==> src/rtl/fetch_queue_pkg.sv <==
// Shared widths, polarity levels and constants for the instruction-fetch front end.
package fetch_queue_pkg;

    localparam int FQ_ADDR_W = 32;
    localparam int FQ_INST_W = 32;

    localparam logic RST_LVL = 1'b1;
    localparam logic CE_ON   = 1'b1;

    // Wide enough for any realistic instruction; narrowed at the point of use.
    localparam logic [63:0] ZERO_WORD = 64'h0;

endpackage

==> src/rtl/fetch_fifo.sv <==
// DEPTH-entry circular buffer of {pc, inst} words with clear, used by fetch_queue.
module fetch_fifo
    import fetch_queue_pkg::*;
#(
    parameter  int DEPTH = 4,
    parameter  int WIDTH = 64,
    localparam int PTR_W = $clog2(DEPTH),
    localparam int CNT_W = PTR_W + 1
) (
    input  logic             clk,
    input  logic             rst,
    input  logic             push_i,
    input  logic             pop_i,
    input  logic             clear_i,
    input  logic [WIDTH-1:0] wdata_i,
    output logic [CNT_W-1:0] count_o,
    output logic [WIDTH-1:0] head_o
);

    logic [WIDTH-1:0] mem_q [DEPTH];
    logic [PTR_W-1:0] wr_ptr_q, wr_ptr_d;
    logic [PTR_W-1:0] rd_ptr_q, rd_ptr_d;
    logic [CNT_W-1:0] count_q, count_d;

    // DEPTH is a power of two, so pointer overflow is the modulo wrap.
    always_comb begin
        wr_ptr_d = wr_ptr_q;
        rd_ptr_d = rd_ptr_q;
        count_d  = count_q;
        if (clear_i) begin
            wr_ptr_d = '0;
            rd_ptr_d = '0;
            count_d  = '0;
        end else begin
            if (push_i) wr_ptr_d = wr_ptr_q + PTR_W'(1);
            if (pop_i)  rd_ptr_d = rd_ptr_q + PTR_W'(1);
            if (push_i && !pop_i)      count_d = count_q + CNT_W'(1);
            else if (!push_i && pop_i) count_d = count_q - CNT_W'(1);
        end
    end

    always_ff @(posedge clk) begin
        if (rst == RST_LVL) begin
            wr_ptr_q <= '0;
            rd_ptr_q <= '0;
            count_q  <= '0;
        end else begin
            wr_ptr_q <= wr_ptr_d;
            rd_ptr_q <= rd_ptr_d;
            count_q  <= count_d;
        end
    end

    always_ff @(posedge clk) begin
        if (push_i && !clear_i && (rst != RST_LVL)) mem_q[wr_ptr_q] <= wdata_i;
    end

    assign count_o = count_q;
    assign head_o  = mem_q[rd_ptr_q];

endmodule

==> src/rtl/fetch_queue.sv <==
// Instruction-fetch front end: PC generation, ROM enable and a flushable fetch queue.
// Optional perf counters (perf_fetch_o, perf_stall_o) are enabled by defining FETCH_PERF_EN.
module fetch_queue
    import fetch_queue_pkg::*;
#(
    parameter int              ADDR_W   = FQ_ADDR_W,
    parameter int              INST_W   = FQ_INST_W,
    parameter int              DEPTH    = 4,
    parameter logic [ADDR_W-1:0] RESET_PC = '0,
    parameter int              PC_STEP  = 4
) (
    input  logic              clk,
    input  logic              rst,
    input  logic [INST_W-1:0] rom_data_i,
    output logic [ADDR_W-1:0] rom_addr_o,
    output logic              rom_ce_o,
    input  logic              stall_i,
    input  logic              flush_i,
    input  logic [ADDR_W-1:0] new_pc_i,
    output logic              id_valid_o,
    output logic [ADDR_W-1:0] id_pc_o,
    output logic [INST_W-1:0] id_inst_o
`ifdef FETCH_PERF_EN
    ,
    output logic [31:0]       perf_fetch_o,
    output logic [31:0]       perf_stall_o
`endif
);

    localparam int CNT_W   = $clog2(DEPTH) + 1;
    localparam int ENTRY_W = ADDR_W + INST_W;

    logic [ADDR_W-1:0]  pc_q, pc_d;
    logic               ce_q;
    logic [CNT_W-1:0]   count;
    logic [ENTRY_W-1:0] head;
    logic               push, pop, valid;

    assign valid = (count != '0);
    assign pop   = valid & ~stall_i & ~flush_i;
    // A full queue still takes a new word when the head leaves in the same cycle.
    assign push  = (ce_q == CE_ON) & ~flush_i & ((count < CNT_W'(DEPTH)) | pop);

    always_comb begin
        pc_d = pc_q;
        if (flush_i)   pc_d = new_pc_i;
        else if (push) pc_d = pc_q + ADDR_W'(PC_STEP);
    end

    always_ff @(posedge clk) begin
        if (rst == RST_LVL) begin
            pc_q <= RESET_PC;
            ce_q <= ~CE_ON;
        end else begin
            pc_q <= pc_d;
            ce_q <= CE_ON;
        end
    end

    fetch_fifo #(
        .DEPTH (DEPTH),
        .WIDTH (ENTRY_W)
    ) u_fifo (
        .clk     (clk),
        .rst     (rst),
        .push_i  (push),
        .pop_i   (pop),
        .clear_i (flush_i),
        .wdata_i ({pc_q, rom_data_i}),
        .count_o (count),
        .head_o  (head)
    );

    assign rom_addr_o = pc_q;
    assign rom_ce_o   = ce_q;
    assign id_valid_o = valid;
    assign id_pc_o    = valid ? head[ENTRY_W-1:INST_W] : ADDR_W'(ZERO_WORD);
    assign id_inst_o  = valid ? head[INST_W-1:0]       : INST_W'(ZERO_WORD);

`ifdef FETCH_PERF_EN
    logic [31:0] perf_fetch_q, perf_fetch_d;
    logic [31:0] perf_stall_q, perf_stall_d;

    always_comb begin
        perf_fetch_d = perf_fetch_q;
        perf_stall_d = perf_stall_q;
        if (push)              perf_fetch_d = perf_fetch_q + 32'd1;
        if (valid && stall_i)  perf_stall_d = perf_stall_q + 32'd1;
    end

    always_ff @(posedge clk) begin
        if (rst == RST_LVL) begin
            perf_fetch_q <= '0;
            perf_stall_q <= '0;
        end else begin
            perf_fetch_q <= perf_fetch_d;
            perf_stall_q <= perf_stall_d;
        end
    end

    assign perf_fetch_o = perf_fetch_q;
    assign perf_stall_o = perf_stall_q;
`endif

endmodule

==> config.mk <==
export PLATFORM = sky130hd
export DESIGN_NAME = fetch_queue
export DESIGN_NICKNAME = d
export VERILOG_FILES = /design/src/rtl/fetch_queue_pkg.sv /design/src/rtl/fetch_fifo.sv /design/src/rtl/fetch_queue.sv
export SDC_FILE = /design/constraint.sdc
export NUM_CORES = 1
export LEC_CHECK = 0
export CAP_MARGIN = 25
export CORE_MARGIN = 2
export CORE_UTILIZATION = 45
export DETAILED_ROUTE_END_ITERATION = 6
export GPL_ROUTABILITY_DRIVEN = 1
export PLACE_DENSITY = 0.7
export REMOVE_ABC_BUFFERS = 1
export SLEW_MARGIN = 20
export SYNTH_ARGS = -nofsm -noshare
export SYNTH_HDL_FRONTEND = slang
export SYNTH_SLANG_ARGS = --single-unit
==> constraint.sdc <==
create_clock -name clk -period 2.8 [get_ports clk]
set_input_delay 0.28 -clock clk [delete_from_list [all_inputs] [get_ports clk]]
set_output_delay 0.28 -clock clk [all_outputs]
set_load 0.01 [all_outputs]
==> impl_metrics.tcl, run 1 <==
set metrics [dict create \
    outcome "finished clean" \
    cp.required_ns 2.52 \
    cp_cell_sequence "buf_6 > mux4_2 > and2_1 > clkdlybuf4s50_1" \
    num_rows 59 \
    drt-total-wl_mm 26.4 \
    grt_pass1_vias 7166 \
    ir_worst_vdd_mv 0.404 \
    cts_num_sinks 298 \
    finalNetCount 949 \
    max-cap-violations 0 \
    final_util 0.585 \
    powerDensity_nw_per_um2 629 \
    antenna_found_initial 1 \
    grt_util_all_layers 0.189 \
    gp_congestion 0.842 \
    io_pins 166 \
    hp-class "primary input to flop" \
    synth_area_leaders "edfxtp_1 64%, mux4_2 12%, dfxtp_1 7.0%" \
    cts_tree "yes" \
    ys_warn_count 0 \
    clk_latency_ns 0.55 \
    p_seq_frac 0.520 \
    synth_cells 693 \
    synth.largest_area_cell "edfxtp_1" \
    rsz0062_at_grt "no" \
    p_total_uw 9610 \
    first_pass_iters 5 \
    critPathKind "flop to output pin" \
    ys_async_sr_fraction 0 \
    max_stage_delay_ns 0.56 \
    clockRootBuffer "clkbuf_16" \
    combPwrFrac 0.072 \
    portBuffers 165 \
    fmax_mhz 374 \
    layout_commonest_cell "edfxtp_1" \
    min_period_ns 2.67 \
    critical_path.startpoint_type "flop" \
    finalHoldViolCount 0 \
    coreArea_um2 26100 \
    n_fill_cell 2070 \
    period_share 0.955 \
    synth_top_area_share 0.638 \
    start_util 0.461 \
    relSlewSlack 0.551 \
    antenna_left 0 \
    setup_tns_ns 0 \
    r2r_setup_slack_ns 0.44 \
    drcViolationCount 0 \
    internal-power_uw 7560 \
    fin_skew_ns 0.00997 \
    hpwl_mm 16.8 \
    syn2layout_area_growth_pct 26.9 \
    drt-initial-drc-count 555 \
    p_clk_frac 0.408 \
    synth.distinct_cells 48 \
    p_leak_uw 0.00537 \
    crit_path_end_kind "output pin" \
    die_w_um 168 \
    syn_area_per_cell_um2 17.4 \
    crit_family "buffers and inverters" \
    path_buf_inv 2 \
    tightest_slew_ns 0.668 \
    dr_total_vias 6985 \
    ys.flop_type "edfxtp_1" \
    syn_area_um2 12000 \
    grt_first_pass_wirelength_mm 41.1 \
    clock_path_buffers 3 \
    path_clk_slew_ns 0.06 \
    ys_ff_latch 298 \
    die_area_um2 28100 \
    drive_gt1_frac 0.161 \
    final_cell_mix "256 x edfxtp_1, 116 x clkdlybuf4s50_1, 68 x and2_1, 64 x mux4_2, 40 x dfxtp_1" \
    worstPathMaxFanout 15 \
    antennaDiodeCount 0 \
    grt_max_degree 54 \
    overflow 0 \
    wl_per_cell_um 21.4 \
    synth_edf_count 256 \
    switching_share 0.213 \
    slew_violations 0 \
    viasPerCell 5.66 \
    finalSetupViolations 0 \
    worstPathArrival_ns 2.39 \
    power_switching_uw 2050 \
    htree_num_levels 1 \
    cts_buffers 31 \
    cpMaxStageDelayCell "mux4_2" \
    die_h_um 168 \
    ys_seq_area_frac 0.708 \
]
power groups by stage:
| stage | logic (µW) | registers (µW) | clock network, µW |
|---|---|---|---|
| floorplan | 258 | 5090 | 0 |
| global placement | 720 | 5090 | 0 |
| detailed placement | 726 | 5090 | 0 |
| CTS | 711 | 5000 | 4000 |
| global route | 750 | 5010 | 4180 |
| finish | 695 | 5000 | 3920 |
final timing paths:
| check | start | end | depth (start not counted) |
|---|---|---|---|
| min reg2reg | u_fifo.wr_ptr_q[1]$_SDFFE_PP0P_ | u_fifo.wr_ptr_q[1]$_SDFFE_PP0P_ | 2 |
| min | new_pc_i[20] | rom_addr_o[20]$_SDFFE_PP0P_ | 3 |
| max reg2reg | rom_addr_o[4]$_SDFFE_PP0P_ | rom_addr_o[31]$_SDFFE_PP0P_ | 4 |
| max | flop | id_pc_o[12] | 4 |
through the flow:
stage | std cells | hold slack, ns | worst slack [ns] | area, µm²
floorplan | 653 | 0.352 | -1.04 | 11800
global placement | 1176 | 0.485 | 0.363 | 14300
detailed placement | 1176 | 0.493 | 0.310 | 14300
CTS | 1234 | 0.306 | -0.0171 | 15200
global route | 1234 | 0.344 | 0.0284 | 15300
finish | 1234 | 0.329 | 0.125 | 15300
cell usage after synthesis (8+ instances only):
library cell  number
a211oi_1           9
a311oi_1          13
and2_1            68
buf_2              8
clkbuf_1          25
dfxtp_1           42
edfxtp_1         256
inv_1             10
mux4_2            64
nand2_1           28
nand3_1           14
nand4_1           10
nor2_1            33
o31ai_1           10
or3_1              8
or4_1              9
xor2_1            12
what timing repair did:
action,CTS,global route
pin swaps,0,0
resized for setup,30,22
setup endpoints to repair,45,30
setup buffers,0,0
hold buffers,0,0
worst reg2reg max path, delay by kind of cell (launching register included):
kind	cells	cell delay (ns)
AND/OR/NAND/NOR	3	1.47
AO/OA/AOI/OAI	1	0.28
flip-flops	1	0.52
flip-flops by register name (all words and copies together), names as in the netlist, named ones only:
name and cells:
u_fifo.mem_q 256, rom_addr_o 32, u_fifo.count_o 3, u_fifo.rd_ptr_q 2, u_fifo.wr_ptr_q 2, rom_ce_o 1
metal layers:
metal  global-route usage  wire [µm]
met1                0.273      11800
met2                0.306      12400
met3               0.0267       1650
met4               0.0457        534
met5                    0          0
layout make-up:
cell class | count | area [µm²] | area share
Timing Repair Buffer | 188 | 2000 | 0.131
Clock buffer | 35 | 791 | 0.0518
Inverter | 11 | 41.3 | 0.00270
Tap cell | 335 | 419 | 0.0274
Sequential cell | 298 | 8540 | 0.559
Multi-Input combinational cell | 344 | 3300 | 0.216
Clock inverter | 23 | 185 | 0.0121
logic make-up (layout without fill, tap and decap cells):
kind of cell	after synthesis	count (layout)	synth area share
compound gates	54	54	0.0360
mux	67	67	0.122
flops	298	298	0.708
buf+inv	51	257	0.0196
simple gates	203	203	0.0966
fa+ha+maj	7	7	0.00790
xor+xnor	13	13	0.00946
(Power assumes the default switching activity.)
==> run 2, diff against run 1 <==
--- a/config.mk
+++ b/config.mk
@@ -9,8 +9,8 @@
 export CORE_MARGIN = 2
 export CORE_UTILIZATION = 45
+export CTS_CLUSTER_DIAMETER = 50
 export DETAILED_ROUTE_END_ITERATION = 6
 export GPL_ROUTABILITY_DRIVEN = 1
 export PLACE_DENSITY = 0.7
-export REMOVE_ABC_BUFFERS = 1
 export SLEW_MARGIN = 20
 export SYNTH_ARGS = -nofsm -noshare
==> constraint.sdc (replaced) <==
create_clock -name clk -period 2.8 [get_ports clk]
set_input_delay 0.28 -clock clk [delete_from_list [all_inputs] [get_ports clk]]
set_output_delay 0.28 -clock clk [all_outputs]
set_load 0.1 [all_outputs]
==> run 2 against run 1 <==
Fmax rose by 5.3%. Non-clock buffer count rose by 3. Clock skew rose by 0.010 ns. Final area rose by 4.4%. Critical path type unchanged. Largest power group unchanged.
==> impl_metrics.tcl, run 2 (synthesis results as in run 1) <==
set metrics [dict create \
    syn_nets 768 \
    min_period_ns 2.54 \
    syn2layout_area_growth_pct 32.5 \
    start_util 0.461 \
    finalSetupViolations 0 \
    viasPerCell 5.54 \
    finalNetCount 955 \
    drcViolationCount 0 \
    layoutNonFillerInstCount 1237 \
    cpMaxStageDelayCell "dfxtp_4" \
    cts_tree "yes" \
    regMostFlops "u_fifo.mem_q" \
    cp_cell_sequence "buf_4 > mux4_2 > and2_1 > buf_12" \
    clockRootBuffer "clkbuf_16" \
    grt_max_degree 67 \
    grt_first_pass_wirelength_mm 39.6 \
    ir_worst_vdd_mv 0.363 \
    hp-class "primary input to flop" \
    coreArea_um2 26100 \
    grt_util_all_layers 0.184 \
    period_share 0.907 \
    drt-initial-drc-count 478 \
    worstPathMaxFanout 11 \
    setup_tns_ns 0 \
    crit_path_end_kind "output pin" \
    die_h_um 168 \
    cts_resized 0 \
    first_pass_iters 5 \
    n_fill_cell 1920 \
    antennaDiodeCount 0 \
    max_stage_delay_ns 0.55 \
    finalHoldViolCount 0 \
    hpwl_mm 16.0 \
    fin_skew_ns 0.0204 \
    rsz0062_at_grt "no" \
    powerDensity_nw_per_um2 686 \
    grt_pass1_vias 6898 \
    gp_congestion 0.832 \
    tightest_slew_ns 0.675 \
    largest_register_ffs 256 \
    clk_latency_ns 0.50 \
    outcome "finished clean" \
    timing.rr.end "u_fifo.count_o[2]$_SDFFE_PP0P_" \
    relSlewSlack 0.547 \
    antenna_left 0 \
    wl_per_cell_um 20.8 \
    htree_num_levels 2 \
    layout_commonest_cell "edfxtp_1" \
    worstPathArrival_ns 2.26 \
    num_rows 59 \
    r2r_setup_slack_ns 0.53 \
    cp.required_ns 2.52 \
    overflow 0 \
    cts_num_sinks 298 \
    fmax_mhz 394 \
    crit_path_end "id_pc_o[15]" \
    clock_path_buffers 3 \
    drive_gt1_frac 0.278 \
    drt-total-wl_mm 25.7 \
    slew_violations 0 \
    dp_cells 1178 \
    die_area_um2 28100 \
    portBuffers 165 \
    path_clk_slew_ns 0.06 \
    max-cap-violations 0 \
    worstReg2RegStart "u_fifo.count_o[2]$_SDFFE_PP0P_" \
    r2r.worst_path.cells 8 \
    die_w_um 168 \
    io_pins 166 \
    p_leak_uw 0.00531 \
    cts_buffers 34 \
    critPathKind "flop to output pin" \
    dr_total_vias 6854 \
    antenna_found_initial 0 \
    final_cell_mix "256 x edfxtp_1, 73 x buf_12, 68 x and2_1, 67 x clkdlybuf4s50_1, 64 x mux4_2" \
    critical_path.startpoint_type "flop" \
]
## run 2: cell type report
class / count / area, µm² / share of cell area
sequential: 298 / 8540 / 0.535
clock buffer: 46 / 980 / 0.0614
timing repair buffer: 191 / 2530 / 0.159
multi-input combinational: 344 / 3300 / 0.207
clock inverter: 12 / 143 / 0.00894
inverter: 11 / 41.3 / 0.00259
tap: 335 / 419 / 0.0263
## run 2: worst max-delay path, delay by kind of cell, from the launching register on
family | cells | cell delay, ns
muxes | 1 | 0.52
DFF | 1 | 0.55
and+or+nand+nor | 1 | 0.23
buffers and inverters | 2 | 0.45
## run 2: worst min-delay path by stage
stage	startpoint	endpoint	cells after the start
after floorplan	rom_data_i[0]	u_fifo.mem_q[0][0]$_DFFE_PP_	0
after global placement	u_fifo.wr_ptr_q[0]$_SDFFE_PP0P_	u_fifo.wr_ptr_q[0]$_SDFFE_PP0P_	2
after detailed placement	u_fifo.wr_ptr_q[0]$_SDFFE_PP0P_	u_fifo.wr_ptr_q[0]$_SDFFE_PP0P_	2
after CTS	new_pc_i[10]	rom_addr_o[10]$_SDFFE_PP0P_	3
after global routing	new_pc_i[8]	rom_addr_o[8]$_SDFFE_PP0P_	3
final	new_pc_i[8]	rom_addr_o[8]$_SDFFE_PP0P_	3
## run 2: what timing repair did
action                     in CTS  in global routing
setup endpoints to repair       0                  2
hold buffers                    0                  0
setup buffers                   0                  1
hold endpoints to repair        0                  0
## run 2: metrics by stage
stage | total power, µW | hold slack (ns) | utilization | setup slack (ns) | area, µm²
6_report | 10900 | 0.348 | 0.610 | 0.261 | 16000
2_1_floorplan | 6070 | 0.379 | - | -0.271 | 12000
3_5_place_dp | 6680 | 0.493 | 0.566 | 0.442 | 14800
3_3_place_gp | 6670 | 0.491 | 0.566 | 0.491 | 14800
5_1_grt | 11300 | 0.348 | 0.610 | 0.151 | 16000
4_1_cts | 11000 | 0.327 | 0.609 | 0.0602 | 15900
## run 2: layer usage
| metal | global-route usage | routed length [µm] | vias to the layer above |
|---|---|---|---|
| li1 | - | - | 3150 |
| met1 | 0.262 | 11600 | 3413 |
| met2 | 0.296 | 12300 | 247 |
| met3 | 0.0336 | 1390 | 44 |
| met4 | 0.0476 | 505 | 0 |
| met5 | 0 | 0 | - |
## run 2: power breakdown
| group | total, µW | switching (µW) | internal (µW) |
|---|---|---|---|
| Combinational | 1580 | 1050 | 521 |
| Sequential | 5010 | 100 | 4910 |
| Clock | 4350 | 1700 | 2660 |
==> run 3, diff against run 2 <==
Settings changed: ABC_AREA set to 1, CELL_PAD_IN_SITES_DETAIL_PLACEMENT set to 1, CELL_PAD_IN_SITES_GLOBAL_PLACEMENT set to 1, CORE_UTILIZATION 45 to 39, PLACE_DENSITY 0.7 to not set, PLACE_DENSITY_LB_ADDON set to 0.1.
==> run 3 against run 2 <==
Sequential power about the same. Final area rose by 2.7%. Fmax down 1.5%. Critical endpoint is now id_pc_o[10]. Critical path depth is 2 higher. Power grew 1.5%. Clock skew shrank 0.0045 ns. Critical path type unchanged.
==> impl_metrics.tcl, run 3 <==
set metrics [dict create \
    outcome "finished clean" \
    critPathKind "flop to output pin" \
    finalNetCount 1394 \
    largest_register_ffs 256 \
    path_buf_inv 2 \
    p_total_uw 11100 \
    drt-initial-drc-count 453 \
    synth_area_leaders "edfxtp_1 61%, nor2_1 8.9%, dfxtp_1 6.7%" \
    relSlewSlack 0.624 \
    die_h_um 183 \
    min_period_ns 2.58 \
    cts_tree "yes" \
    grt_max_degree 65 \
    worstPathArrival_ns 2.30 \
    fin_skew_ns 0.0159 \
    syn2layout_area_growth_pct 30.7 \
    final_util 0.518 \
    cp.required_ns 2.52 \
    clock_path_buffers 3 \
    io_pins 166 \
    ys.flop_type "edfxtp_1" \
    syn_area_per_cell_um2 10.9 \
    finalSetupViolations 0 \
    syn_area_um2 12500 \
    clk_latency_ns 0.50 \
    overflow 0 \
    dr_total_vias 9110 \
    portBuffers 165 \
    crit_family "flip-flops" \
    htree_num_levels 2 \
    path_clk_slew_ns 0.06 \
    viasPerCell 5.21 \
    synth_most_common_cell "nor2_1" \
    rsz0062_at_grt "no" \
    wl_per_cell_um 19.4 \
    drive_gt1_frac 0.157 \
    clockRootBuffer "clkbuf_16" \
    synth_commonest_cells "296 x nor2_1, 256 x edfxtp_1, 145 x o21ai_0" \
    hpwl_mm 20.6 \
    synth_edf_count 256 \
    cp_cell_sequence "buf_12 > nor2_1 > nor2_1 > o21ai_0 > a21oi_1 > buf_12" \
    synth_top_area_share 0.613 \
    max_stage_delay_ns 0.55 \
    tightest_slew_ns 0.564 \
    crit_path_end_kind "output pin" \
    cts_num_sinks 298 \
    ys_warn_count 0 \
    drt-total-wl_mm 33.9 \
    hp-class "primary input to flop" \
    start_util 0.396 \
    powerDensity_nw_per_um2 678 \
    synth_cells 1155 \
    gp_congestion 0.811 \
    ir_worst_vdd_mv 0.336 \
    syn_nets 1230 \
    cts_buffers 36 \
    antenna_left 0 \
    first_pass_iters 5 \
    num_rows 65 \
    die_w_um 183 \
    slew_violations 0 \
    layout_commonest_cell "nor2_1" \
    ys_seq_area_frac 0.680 \
    grt_pass1_vias 9483 \
    cts_hold_buf 0 \
    grt_util_all_layers 0.205 \
    cpMaxStageDelayCell "dfxtp_4" \
    fmax_mhz 388 \
    finalHoldViolCount 0 \
    p_leak_uw 0.00576 \
    setup_tns_ns 0 \
    ys_ff_latch 298 \
    drcViolationCount 0 \
    final_cell_mix "292 x nor2_1, 256 x edfxtp_1, 145 x o21ai_0, 95 x nand2_1, 86 x a21oi_1" \
    synth.distinct_cells 41 \
    antennaDiodeCount 0 \
    coreArea_um2 31600 \
    worstPathMaxFanout 54 \
    synth.largest_area_cell "edfxtp_1" \
    critical_path.startpoint_type "flop" \
    grt_first_pass_wirelength_mm 53.3 \
    ys_async_sr_fraction 0 \
    regMostFlops "u_fifo.mem_q" \
    max-cap-violations 0 \
    period_share 0.921 \
    antenna_found_initial 0 \
    die_area_um2 33600 \
]
[run 3: cell types whose count changed in the layout (fill, tap and decap cells not counted), sizes merged, moves of 64 or more]
cell   before  now
and2       69    1
nor2       33  312
nand2      28  105
a21oi       3   86
o21ai       3  153
mux4       64    0
[run 3: final cells by class]
class / count / area, µm²
Clock buffer: 48 / 987
Clock inverter: 16 / 148
Fill cell: 3359 / 15200
Inverter: 53 / 209
Multi-Input combinational cell: 745 / 3530
Sequential cell: 298 / 8540
Tap cell: 402 / 503
Timing Repair Buffer: 185 / 2470
[run 3: report_power, final]
group          switching, µW  leakage [µW]  internal, µW
combinational           1150       0.00250           496
sequential               100       0.00270          4900
clock                   1780      0.000551          2680
total                   3030       0.00576          8070
[run 3: final timing paths]
kind	startpoint	end	slack, ns	depth (start not counted)
max	flop	id_pc_o[10]	0.22	6
max reg2reg	u_fifo.count_o[0]$_SDFFE_PP0P_	u_fifo.count_o[2]$_SDFFE_PP0P_	0.78	10
min reg2reg	u_fifo.rd_ptr_q[1]$_SDFFE_PP0P_	flop	0.46	2
min	new_pc_i[8]	rom_addr_o[8]$_SDFFE_PP0P_	0.34	3
[run 3: per-stage QoR]
step	hold WS, ns	std cells	cell area, µm²	setup slack (ns)
6_report	0.342	1747	16400	0.222
5_1_grt	0.370	1747	16400	0.0319
4_1_cts	0.324	1747	16400	0.0491
3_5_place_dp	0.451	1683	15200	0.317
3_3_place_gp	0.446	1683	15200	0.319
2_1_floorplan	0.379	1155	12600	0.111
[run 3: logic make-up (layout without fill, tap and decap cells)]
group / after synthesis / count (layout) / synth area share
compound gates: 271 / 271 / 0.114
flops: 298 / 298 / 0.680
buf+inv: 112 / 302 / 0.0410
simple gates: 464 / 464 / 0.155
fa+ha+maj: 7 / 7 / 0.00758
xor+xnor: 3 / 3 / 0.00210
[run 3: layer usage]
layer	part of all wire	global-route usage
met5	0	0
met1	0.44	0.266
met2	0.50	0.363
met3	0.039	0.0290
met4	0.019	0.0490
[run 3: what timing repair did]
item | 4_1_cts | 5_1_grt
setup buffers | 0 | 0
gates resized for setup | 0 | 2
setup endpoints to repair | 0 | 15
[run 3: worst min-delay path, cell delays in order]
cell             delay (ns)
clkdlybuf4s50_1        0.39
nand2_1                0.07
a21oi_1                0.06
